File: src/rtl/lzd_norm_pipe.sv
// ---------------------------------------------------------------------------
// lzd_norm_pipe
//   Two-stage elastic leading-zero detector / normaliser for the FloatAdd
//   mantissa path. Stage 1 registers the mantissa, its leading-zero count and
//   an all-zero flag. Stage 2 registers the left-shifted (normalised) mantissa
//   and presents it downstream.
//
//   Optional build macro: LZD_EXP_ADJ_EN
//     When defined, an exponent travels with each mantissa and is reduced by
//     the leading-zero count, with underflow clamped to 0 and flagged.
//
// Parameters
//   WIDTH  mantissa width (>= 2)
//   CNT_W  count width, 2**CNT_W > WIDTH
//   EXP_W  exponent width (only meaningful with LZD_EXP_ADJ_EN)
//
// Ports
//   clk, rst_n          rising-edge clock, synchronous active-low reset
//   in_valid/in_ready   upstream handshake, in_data mantissa
//   out_valid/out_ready downstream handshake
//   out_cnt             leading-zero count (WIDTH for an all-zero word)
//   out_norm            in_data << out_cnt
//   out_zero            word was all zeros
//   in_exp/out_exp/out_uflow  (LZD_EXP_ADJ_EN only) exponent adjust
// ---------------------------------------------------------------------------
module lzd_norm_pipe #(
   parameter int unsigned WIDTH = 11,
   parameter int unsigned CNT_W = 4,
   parameter int unsigned EXP_W = 8
) (
   input  logic             clk,
   input  logic             rst_n,
   input  logic             in_valid,
   output logic             in_ready,
   input  logic [WIDTH-1:0] in_data,
`ifdef LZD_EXP_ADJ_EN
   input  logic [EXP_W-1:0] in_exp,
   output logic [EXP_W-1:0] out_exp,
   output logic             out_uflow,
`endif
   output logic             out_valid,
   input  logic             out_ready,
   output logic [CNT_W-1:0] out_cnt,
   output logic [WIDTH-1:0] out_norm,
   output logic             out_zero
);

   // Reject illegal parameterisations at elaboration.
   if (WIDTH < 2 || (2 ** CNT_W) <= WIDTH || EXP_W < 1) begin : g_bad_params
      $error("lzd_norm_pipe: illegal WIDTH/CNT_W/EXP_W combination");
   end

   // ------------------------------------------------------------------
   // Handshake / advance
   // ------------------------------------------------------------------
   logic v1_q, v1_d;
   logic v2_q, v2_d;
   logic s1_adv, s2_adv;

   assign s2_adv   = !v2_q || out_ready;
   assign s1_adv   = !v1_q || s2_adv;
   assign in_ready = rst_n && s1_adv;

   // ------------------------------------------------------------------
   // Leading-zero count on the incoming word
   // ------------------------------------------------------------------
   logic [CNT_W-1:0] lz_cnt;
   logic             lz_zero;

   always_comb begin
      logic [WIDTH-1:0] scan;
      logic             found;
      scan   = in_data;
      found  = 1'b0;
      lz_cnt = '0;
      // Walk from the MSB; counting stops at the first 1. An all-zero word
      // never finds one and so ends with lz_cnt == WIDTH.
      for (int unsigned i = 0; i < WIDTH; i++) begin
         if (!found) begin
            if (scan[WIDTH-1]) begin
               found = 1'b1;
            end else begin
               lz_cnt = lz_cnt + CNT_W'(1);
            end
         end
         scan = scan << 1;
      end
      lz_zero = (in_data == '0);
   end

   // ------------------------------------------------------------------
   // Stage 1 registers
   // ------------------------------------------------------------------
   logic [WIDTH-1:0] s1_data_q, s1_data_d;
   logic [CNT_W-1:0] s1_cnt_q,  s1_cnt_d;
   logic             s1_zero_q, s1_zero_d;
`ifdef LZD_EXP_ADJ_EN
   logic [EXP_W-1:0] s1_exp_q,  s1_exp_d;
`endif

   always_comb begin
      v1_d      = v1_q;
      s1_data_d = s1_data_q;
      s1_cnt_d  = s1_cnt_q;
      s1_zero_d = s1_zero_q;
`ifdef LZD_EXP_ADJ_EN
      s1_exp_d  = s1_exp_q;
`endif
      if (s1_adv) begin
         v1_d      = in_valid;
         s1_data_d = in_data;
         s1_cnt_d  = lz_cnt;
         s1_zero_d = lz_zero;
`ifdef LZD_EXP_ADJ_EN
         s1_exp_d  = in_exp;
`endif
      end
   end

   // ------------------------------------------------------------------
   // Stage 2: normalise shift and (optional) exponent adjust
   // ------------------------------------------------------------------
   logic [WIDTH-1:0] norm_q,  norm_d;
   logic [CNT_W-1:0] cnt_q,   cnt_d;
   logic             zero_q,  zero_d;
`ifdef LZD_EXP_ADJ_EN
   localparam int unsigned CMP_W = EXP_W + CNT_W;
   logic [EXP_W-1:0] exp_q,   exp_d;
   logic             uflow_q, uflow_d;
   logic [EXP_W-1:0] exp_adj;
   logic             exp_uf;

   always_comb begin
      exp_adj = '0;
      exp_uf  = 1'b0;
      if (!s1_zero_q) begin
         // Compare at a common width so neither operand is truncated.
         if (CMP_W'(s1_cnt_q) < CMP_W'(s1_exp_q)) begin
            exp_adj = s1_exp_q - EXP_W'(s1_cnt_q);
         end else begin
            exp_uf  = 1'b1;
         end
      end
   end
`endif

   always_comb begin
      v2_d    = v2_q;
      norm_d  = norm_q;
      cnt_d   = cnt_q;
      zero_d  = zero_q;
`ifdef LZD_EXP_ADJ_EN
      exp_d   = exp_q;
      uflow_d = uflow_q;
`endif
      if (s2_adv) begin
         v2_d    = v1_q;
         // A zero word shifts to zero regardless of the count.
         norm_d  = s1_data_q << s1_cnt_q;
         cnt_d   = s1_cnt_q;
         zero_d  = s1_zero_q;
`ifdef LZD_EXP_ADJ_EN
         exp_d   = exp_adj;
         uflow_d = exp_uf;
`endif
      end
   end

   // ------------------------------------------------------------------
   // State registers
   // ------------------------------------------------------------------
   always_ff @(posedge clk) begin
      if (!rst_n) begin
         v1_q      <= 1'b0;
         v2_q      <= 1'b0;
         s1_data_q <= '0;
         s1_cnt_q  <= '0;
         s1_zero_q <= 1'b0;
         norm_q    <= '0;
         cnt_q     <= '0;
         zero_q    <= 1'b0;
`ifdef LZD_EXP_ADJ_EN
         s1_exp_q  <= '0;
         exp_q     <= '0;
         uflow_q   <= 1'b0;
`endif
      end else begin
         v1_q      <= v1_d;
         v2_q      <= v2_d;
         s1_data_q <= s1_data_d;
         s1_cnt_q  <= s1_cnt_d;
         s1_zero_q <= s1_zero_d;
         norm_q    <= norm_d;
         cnt_q     <= cnt_d;
         zero_q    <= zero_d;
`ifdef LZD_EXP_ADJ_EN
         s1_exp_q  <= s1_exp_d;
         exp_q     <= exp_d;
         uflow_q   <= uflow_d;
`endif
      end
   end

   assign out_valid = v2_q;
   assign out_cnt   = cnt_q;
   assign out_norm  = norm_q;
   assign out_zero  = zero_q;
`ifdef LZD_EXP_ADJ_EN
   assign out_exp   = exp_q;
   assign out_uflow = uflow_q;
`endif

endmodule

File: config.mk
export PLATFORM = sky130hd
export DESIGN_NAME = lzd_norm_pipe
export DESIGN_NICKNAME = d
export VERILOG_FILES = /design/src/rtl/lzd_norm_pipe.sv
export SDC_FILE = /design/constraint.sdc
export NUM_CORES = 1
export LEC_CHECK = 0
export ABC_AREA = 1
export CAP_MARGIN = 10
export CELL_PAD_IN_SITES_DETAIL_PLACEMENT = 1
export CELL_PAD_IN_SITES_GLOBAL_PLACEMENT = 1
export CORE_MARGIN = 5
export CORE_UTILIZATION = 40
export DETAILED_ROUTE_END_ITERATION = 12
export GPL_TIMING_DRIVEN = 1
export PLACE_DENSITY = 0.9
export SLEW_MARGIN = 20
export SYNTH_ARGS = -nofsm -noshare
export SYNTH_HDL_FRONTEND = slang
export SYNTH_SLANG_ARGS = --single-unit
File: constraint.sdc
create_clock -name clk -period 8.3 [get_ports clk]
set_input_delay 2.49 -clock clk [delete_from_list [all_inputs] [get_ports clk]]
set_output_delay 2.49 -clock clk [all_outputs]
set_load 0.01 [all_outputs]
Word-level counts from Yosys, hierarchy flattened --
Index checks and enable logic that the tools add are counted.
Operators by class: multiplexer cells 40, $mul 0, bitwise operators 0, shift operators 1, eq/ne operators 0, order comparisons 0, add/subtract/negate cells 10, div/mod/pow operators 0, reduce and logical (&&, ||, !) cells 6
Operators by type and width (number):
- $mux W4 | 19
- $add A4 B1 Y4 const B | 9
- $mux W1 | 20
- $logic_not A11 Y1 | 1
- $shl A11 B4 Y11 | 1
- $add A1 B1 Y2 const B | 1
- $logic_not A1 Y1 | 2
- $logic_or A1 B1 Y1 | 2
- $mux W2 | 1
- $logic_and A1 B1 Y1 | 1
Storage, ports and cells: bits in registers 34, input port bits 15, latch bits 0, logic and storage cells 65, ROM bits 0, memories 0, output and inout bits 18, RAM bits 0

Longest topological paths before layout --
Gate-level depths: netlist of the first run.
depth after elaboration 31, gate-level depth with buffers 33, gate-level depth less buffers 33

Worst setup path before layout of the first run --
Ideal clock, no wire load.
path type in2out, from input out_ready, to output in_ready, path slack 2.452 ns, buffers on the path 0, stages 6, data required time 5.810 ns, arrival 3.358 ns, cells stage by stage nor2_1 -> inv_1 -> nor2_1 -> inv_1 -> nand2_1 -> inv_1
Between the ends: word-level cells in the longest chain between the ends 3
Ends and longest elaborated chain:
- start, declared | line 42 | input logic out_ready,
- $logic_or A1 B1 Y1 | line 60 | assign s2_adv = !v2_q || out_ready;
- $logic_or A1 B1 Y1 | line 61 | assign s1_adv = !v1_q || s2_adv;
- $logic_and A1 B1 Y1 | line 62 | assign in_ready = rst_n && s1_adv;
- end, declared | line 34 | output logic in_ready,
No other way between the ends.

Final worst setup path of the first run --
Ends and elaborated chain as after synthesis.

==> run_results.csv, run 1 <==
group,metric,value,unit
floorplan,die_y,83.5,um
timing,tightest_slew,0.530,ns
timing,max_freq,139,MHz
grt,top_usage_layer,"met2",
critical_path,end_kind,"output pin",
placement,gp_congestion,0.923,
clock_network,cts.sinks,34,
clock_network,clkTransAtPathRegs,0.08,ns
power_and_ir_drop,p_leak,1.25,nW
synth,synth_edf_count,0,
synth,synth_area,0.00216,mm^2
synth,synth.net_count,345,
critical_path,crit_type,"in2out",
layout,nNetsFinal,379,
timing,finalCritPeriodShare,86.9,%
synth,synthArstFlopShare,0,%
grt,antenna_found_initial,0,
grt,grtUsageMet2,35.8,%
placement,place_inst,420,
detailed_routing,drtAntennaViolNets,0,
critical_path,arrival,4.72,ns
power_and_ir_drop,power_density,157,mW/mm^2
timing,slew_headroom,64.5,%
floorplan,dieArea,0.00698,mm^2
floorplan,rows,26,
timing,finalHoldViolCount,0,
synth,seq_area_frac_synth,31.5,%
grt,grt_usage,18.4,%
clock_network,htree_levels,2,
min_path,worstHoldPathCells,2,
synth,synth_largest_area_cell,"dfxtp_1",
layout,layout.cells.non_filler,428,
grt,globalRouteMet3Util,3.36,%
floorplan,initial_core_util,41.8,%
detailed_routing,wl_per_cell,14.9,um
power_and_ir_drop,peakVddDrop,0.0701,mV
placement,port_buffers,32,
synth,netlist_top_cells_count,"nand2_1 (69), inv_1 (45), dfxtp_1 (34), o21ai_0 (30), nor2_1 (28)",
clock_network,clock_latency,0.29,ns
grt,grt_pass1_vias,2349,
synth,synthTopCellsByArea,"dfxtp_1 (31%), nand2_1 (12%), inv_1 (7.8%)",
detailed_routing,drc,0,
clock_network,cts_resized,0,
grt,grt_first_pass_wirelength,10700,um
layout,drive_above_1_share,11.5,%
synth,synth_top_area_share,31.5,%
layout,postLayoutCellArea,0.00268,mm^2
grt,grt_overflow,0,
synth,ys_ff_latch,34,
floorplan,ios,33,
clock_network,max-clock-path-buffers,2,
run_status,outcome,"complete, no violations",
critical_path,timing.critical_path.required,5.81,ns
floorplan,fp.dieW,83.5,um
detailed_routing,via_per_inst,5.18,
timing,finalClockSkew,0.0111,ns
timing,slew_viol_final,0,
timing,rsz0062_at_grt,"no",
layout,syn_to_final_growth,23.7,%
detailed_routing,routed-via-count,2217,
detailed_routing,drt_iter0_drc,67,
layout,fillers,693,
critical_path,path_max_fanout,26,
timing,fin_crit,7.21,ns
synth,synth.most_common_cell,"nand2_1",
synth,ys_warn_count,0,
timing,setup_violations,0,
clock_network,cts_setup_buffers,0,
placement,dp_hpwl,5180,um
job,maxCapViolCount,0,
power_and_ir_drop,power,420,uW
critical_path,startpoint_type,"primary input",
detailed_routing,dr.pass1.iters,4,
placement,place_area,0.00256,mm^2
clock_network,cts_tree,"yes",
detailed_routing,finalWirelength,6390,um
synth,ys.flop_type,"dfxtp_1",
synth,postSynthCellCount,323,
timing,fin_tns_setup,0,ns
layout,finish.utilization,51.7,%
min_path,hold_class,"reg2reg",
grt,use_met1,19.9,%
grt,grt_max_degree,27,
clock_network,ctsHoldBuffers,0,
layout,num_antenna_cells,0,
synth,avgSynthCellArea,6.70,um^2
floorplan,coreArea,0.00517,mm^2
clock_network,cts_buffers,5,
critical_path,r2r_cells,7,
clock_network,cts-root-buf,"clkbuf_8",
synth,synth_cell_types,38,
[critical path, stage by stage]
cell and delay, ns:
clkdlybuf4s50_1 0.41, nor2_1 0.12, buf_4 0.20, inv_1 0.19, nor2_1 0.41, inv_1 0.08, buf_4 0.22, nand2_1 0.09
inv_1 0.04, clkdlybuf4s50_1 0.47
[area by class of cell]
type | instances | area, um^2 | area share (%)
clock buffers | 5 | 68.8 | 2.57
clock inverters | 3 | 45.0 | 1.68
inverters | 50 | 188 | 7.01
multi-input cells | 231 | 1260 | 47.2
flip-flops and latches | 34 | 681 | 25.4
well taps | 70 | 87.6 | 3.27
repair buffers | 35 | 343 | 12.8
[sequential cells by signal, summed over array words and instances (netlist names)]
register / count
out_norm: 11
s1_data_q: 11
out_cnt: 4
s1_cnt_q: 4
out_valid: 1
out_zero: 1
s1_zero_q: 1
v1_q: 1
[worst paths after layout]
| kind | start | slack (ns) | end |
|---|---|---|---|
| min | v1_q | 0.46 | out_valid |
| min reg2reg | v1_q | 0.46 | out_valid |
| max | out_ready | 1.09 | in_ready |
| max reg2reg | s1_cnt_q[0] | 6.30 | out_norm[10] |
[cells in the final DEF (no fill, tap or decap), types with 2 or more instances in the layout]
| cell type | n |
|---|---|
| nor2_4 | 4 |
| inv_1 | 45 |
| nand2_2 | 11 |
| nand3_1 | 20 |
| dfxtp_1 | 34 |
| nand2_1 | 69 |
| a21oi_1 | 27 |
| or2_2 | 2 |
| ha_1 | 7 |
| o21ai_1 | 2 |
| nand3_2 | 5 |
| nor2_1 | 28 |
| buf_4 | 3 |
| clkbuf_8 | 5 |
| clkinv_1 | 3 |
| o21ai_0 | 30 |
| a22oi_1 | 6 |
| inv_2 | 2 |
| clkinvlp_4 | 2 |
| clkdlybuf4s50_1 | 32 |
| o221ai_1 | 2 |
[stage by stage]
step	hold WS (ns)	setup slack [ns]
6_report	0.459	1.09
5_1_grt	0.482	0.879
2_1_floorplan	0.436	2.45
3_5_place_dp	0.454	1.10
4_1_cts	0.465	1.04
3_3_place_gp	0.453	1.20
[power breakdown]
part | total [mW] | switching (mW) | internal, mW
logic | 0.0844 | 0.0480 | 0.0364
registers | 0.182 | 0.00828 | 0.173
clock network | 0.154 | 0.0646 | 0.0893
[cells by family after synthesis]
logic type	after synthesis	synth area share [%]
buffers and inverters	58	10.1
adder cells (fa/ha/maj)	7	4.05
multiplexers	1	0.463
XOR/XNOR	2	0.810
AND/OR/NAND/NOR	146	33.6
flip-flops	34	31.5
AO/OA/AOI/OAI	75	19.5
[layer usage]
layer,routed length (um),up-vias
li1,-,1116
met3,194,12
met1,2710,1053
met2,3360,36
met5,0,-
met4,122,0
Power figures use the tool's default switching activity.
==> run 2, diff against run 1 <==
--- a/config.mk
+++ b/config.mk
@@ -6,7 +6,7 @@
 export NUM_CORES = 1
 export LEC_CHECK = 0
 export ABC_AREA = 1
-export CAP_MARGIN = 10
+export CAP_MARGIN = 40
 export CELL_PAD_IN_SITES_DETAIL_PLACEMENT = 1
 export CELL_PAD_IN_SITES_GLOBAL_PLACEMENT = 1
 export CORE_MARGIN = 5
==> results of run 2 <==
No change in the layout: final DEF, timing and power equal those of run 1.
==> run 3, diff against run 2 <==
--- a/config.mk
+++ b/config.mk
@@ -9,7 +9,7 @@
 export CAP_MARGIN = 40
 export CELL_PAD_IN_SITES_DETAIL_PLACEMENT = 1
 export CELL_PAD_IN_SITES_GLOBAL_PLACEMENT = 1
-export CORE_MARGIN = 5
+export CORE_MARGIN = 2
 export CORE_UTILIZATION = 40
 export DETAILED_ROUTE_END_ITERATION = 12
 export GPL_TIMING_DRIVEN = 1
==> run 3 against run 2 <==
Net effect: register-to-register slack got worse by 0.04 ns; utilization unchanged; clock power about the same; via count decreased by 0.14%; hold slack improved by 0.014 ns; routed wire length decreased by 5.0%; final cell count unchanged; critical path type unchanged; largest cell class unchanged.
==> run_results.csv, run 3 (synthesis gave the netlist of run 1 again) <==
group,metric,value,unit
detailed_routing,via_per_inst,5.17,
detailed_routing,finalWirelength,6070,um
detailed_routing,drc,0,
layout,nNetsFinal,379,
timing,slew_headroom,66.1,%
placement,port_buffers,32,
clock_network,cts_setup_buffers,0,
critical_path,path_max_fanout,26,
timing,setup_violations,0,
min_path,hp-start,"out_norm[2]",
layout,drive_above_1_share,11.5,%
clock_network,cts_tree,"yes",
timing,finalCritPeriodShare,87.2,%
grt,grt_max_degree,27,
floorplan,dieArea,0.00601,mm^2
floorplan,fp.dieW,77.5,um
clock_network,ctsHoldBuffers,0,
timing,tightest_slew,0.507,ns
grt,grt_usage,22.2,%
detailed_routing,drt_iter0_drc,90,
floorplan,die_y,77.5,um
floorplan,initial_core_util,41.8,%
layout,postLayoutCellArea,0.00268,mm^2
detailed_routing,drtAntennaViolNets,0,
timing,fin_crit,7.24,ns
power_and_ir_drop,peakVddDrop,0.0836,mV
clock_network,htree_levels,2,
detailed_routing,dr.pass1.iters,4,
timing,fin_hold_ws,0.473,ns
clock_network,max-clock-path-buffers,2,
critical_path,r2r_end,"out_norm[10]",
floorplan,coreArea,0.00517,mm^2
layout,num_antenna_cells,0,
clock_network,cts-root-buf,"clkbuf_8",
power_and_ir_drop,power_density,156,mW/mm^2
layout,fillers,695,
min_path,hold_class,"reg2reg",
critical_path,r2r_cells,7,
clock_network,clkTransAtPathRegs,0.07,ns
detailed_routing,wl_per_cell,14.2,um
timing,max_freq,138,MHz
timing,finalHoldViolCount,0,
critical_path,crit_chain,"clkdlybuf4s50_1, nor2_1, buf_4, inv_1, nor2_1, inv_1, buf_4, nand2_1, inv_1, clkdlybuf4s50_1",
detailed_routing,routed-via-count,2214,
detailed_routing,met2_length,3210,um
critical_path,end_kind,"output pin",
placement,place_area,0.00256,mm^2
detailed_routing,wl_met1,2600,um
timing,rsz0062_at_grt,"no",
grt,antenna_found_initial,0,
critical_path,r2r_slack,6.26,ns
layout,syn_to_final_growth,23.7,%
clock_network,cts.sinks,34,
detailed_routing,top_layer,"met4",
critical_path,arrival,4.75,ns
critical_path,startpoint_type,"primary input",
timing,fin_tns_setup,0,ns
layout,final_common_cell,"nand2_1",
floorplan,rows,26,
detailed_routing,wl_met3,144,um
critical_path,crit_slowest_cell,"clkdlybuf4s50_1",
clock_network,clock_latency,0.29,ns
min_path,worstHoldPathCells,2,
clock_network,cts_buffers,5,
critical_path,r2r_start,"s1_cnt_q[0]",
placement,dp_hpwl,4820,um
critical_path,crit_type,"in2out",
critical_path,critical_path_buf_inv_count,7,
floorplan,ios,33,
clock_network,cts_resized,0,
min_path,worstHoldEndpoint,"out_norm[2]",
timing,finalClockSkew,0.00967,ns
grt,grt_pass1_vias,2392,
critical_path,timing.critical_path.required,5.81,ns
placement,gp_congestion,0.882,
run_status,outcome,"complete, no violations",
layout,layout_common_cells,"nand2_1 (69), inv_1 (45), dfxtp_1 (34)",
timing,slew_viol_final,0,
grt,grt_first_pass_wirelength,10900,um
critical_path,path_delay_family,"buffers and inverters",
critical_path,max_stage_delay,0.46,ns
critical_path,crit_top_cell,"inv_1",
grt,grt_overflow,0,
power_and_ir_drop,p_leak,1.25,nW
job,maxCapViolCount,0,
run 3: cell counts in the layout (fill, tap and decap cells not counted):
Identical to the previous run, type by type.
run 3: worst max-delay path by stage:
| stage | from | endpoint | depth (start not counted) |
|---|---|---|---|
| 3_5_place_dp | out_ready | in_ready | 10 |
| 2_1_floorplan | out_ready | in_ready | 6 |
| 5_1_grt | out_ready | in_ready | 10 |
| 3_3_place_gp | out_ready | in_ready | 10 |
| 6_report | out_ready | in_ready | 10 |
| 4_1_cts | out_ready | in_ready | 10 |
run 3: report_power, final:
part / internal [mW] / switching [mW]
sequential: 0.173 / 0.00807
clock: 0.0893 / 0.0625
combinational: 0.0364 / 0.0479
run 3: routing by layer:
metal,GRT usage (%),vias to the layer above
met5,0,-
met4,6.43,0
met1,25.1,1043
met2,42.5,41
li1,-,1118
met3,3.60,12
run 3: cell type report:
class | instances | area, um^2 | area share (%)
timing repair buffer | 35 | 343 | 12.8
multi-input combinational | 231 | 1260 | 47.2
clock buffer | 5 | 68.8 | 2.57
tap | 70 | 87.6 | 3.27
sequential | 34 | 681 | 25.4
inverter | 50 | 188 | 7.01
clock inverter | 3 | 45.0 | 1.68
run 3: worst min-delay path, stage by stage, from the launching register on:
cell	delay, ns
dfxtp_1	0.31
nand2_1	0.06
a21oi_1	0.05
run 3: stage by stage:
step | utilization (%) | power (mW) | std cells | worst slack (ns)
floorplan | - | 0.232 | 323 | 2.45
global placement | 49.5 | 0.264 | 420 | 1.20
detailed placement | 49.5 | 0.269 | 420 | 1.09
CTS | 51.7 | 0.421 | 428 | 1.06
global route | 51.7 | 0.440 | 428 | 0.859
finish | 51.7 | 0.417 | 428 | 1.06
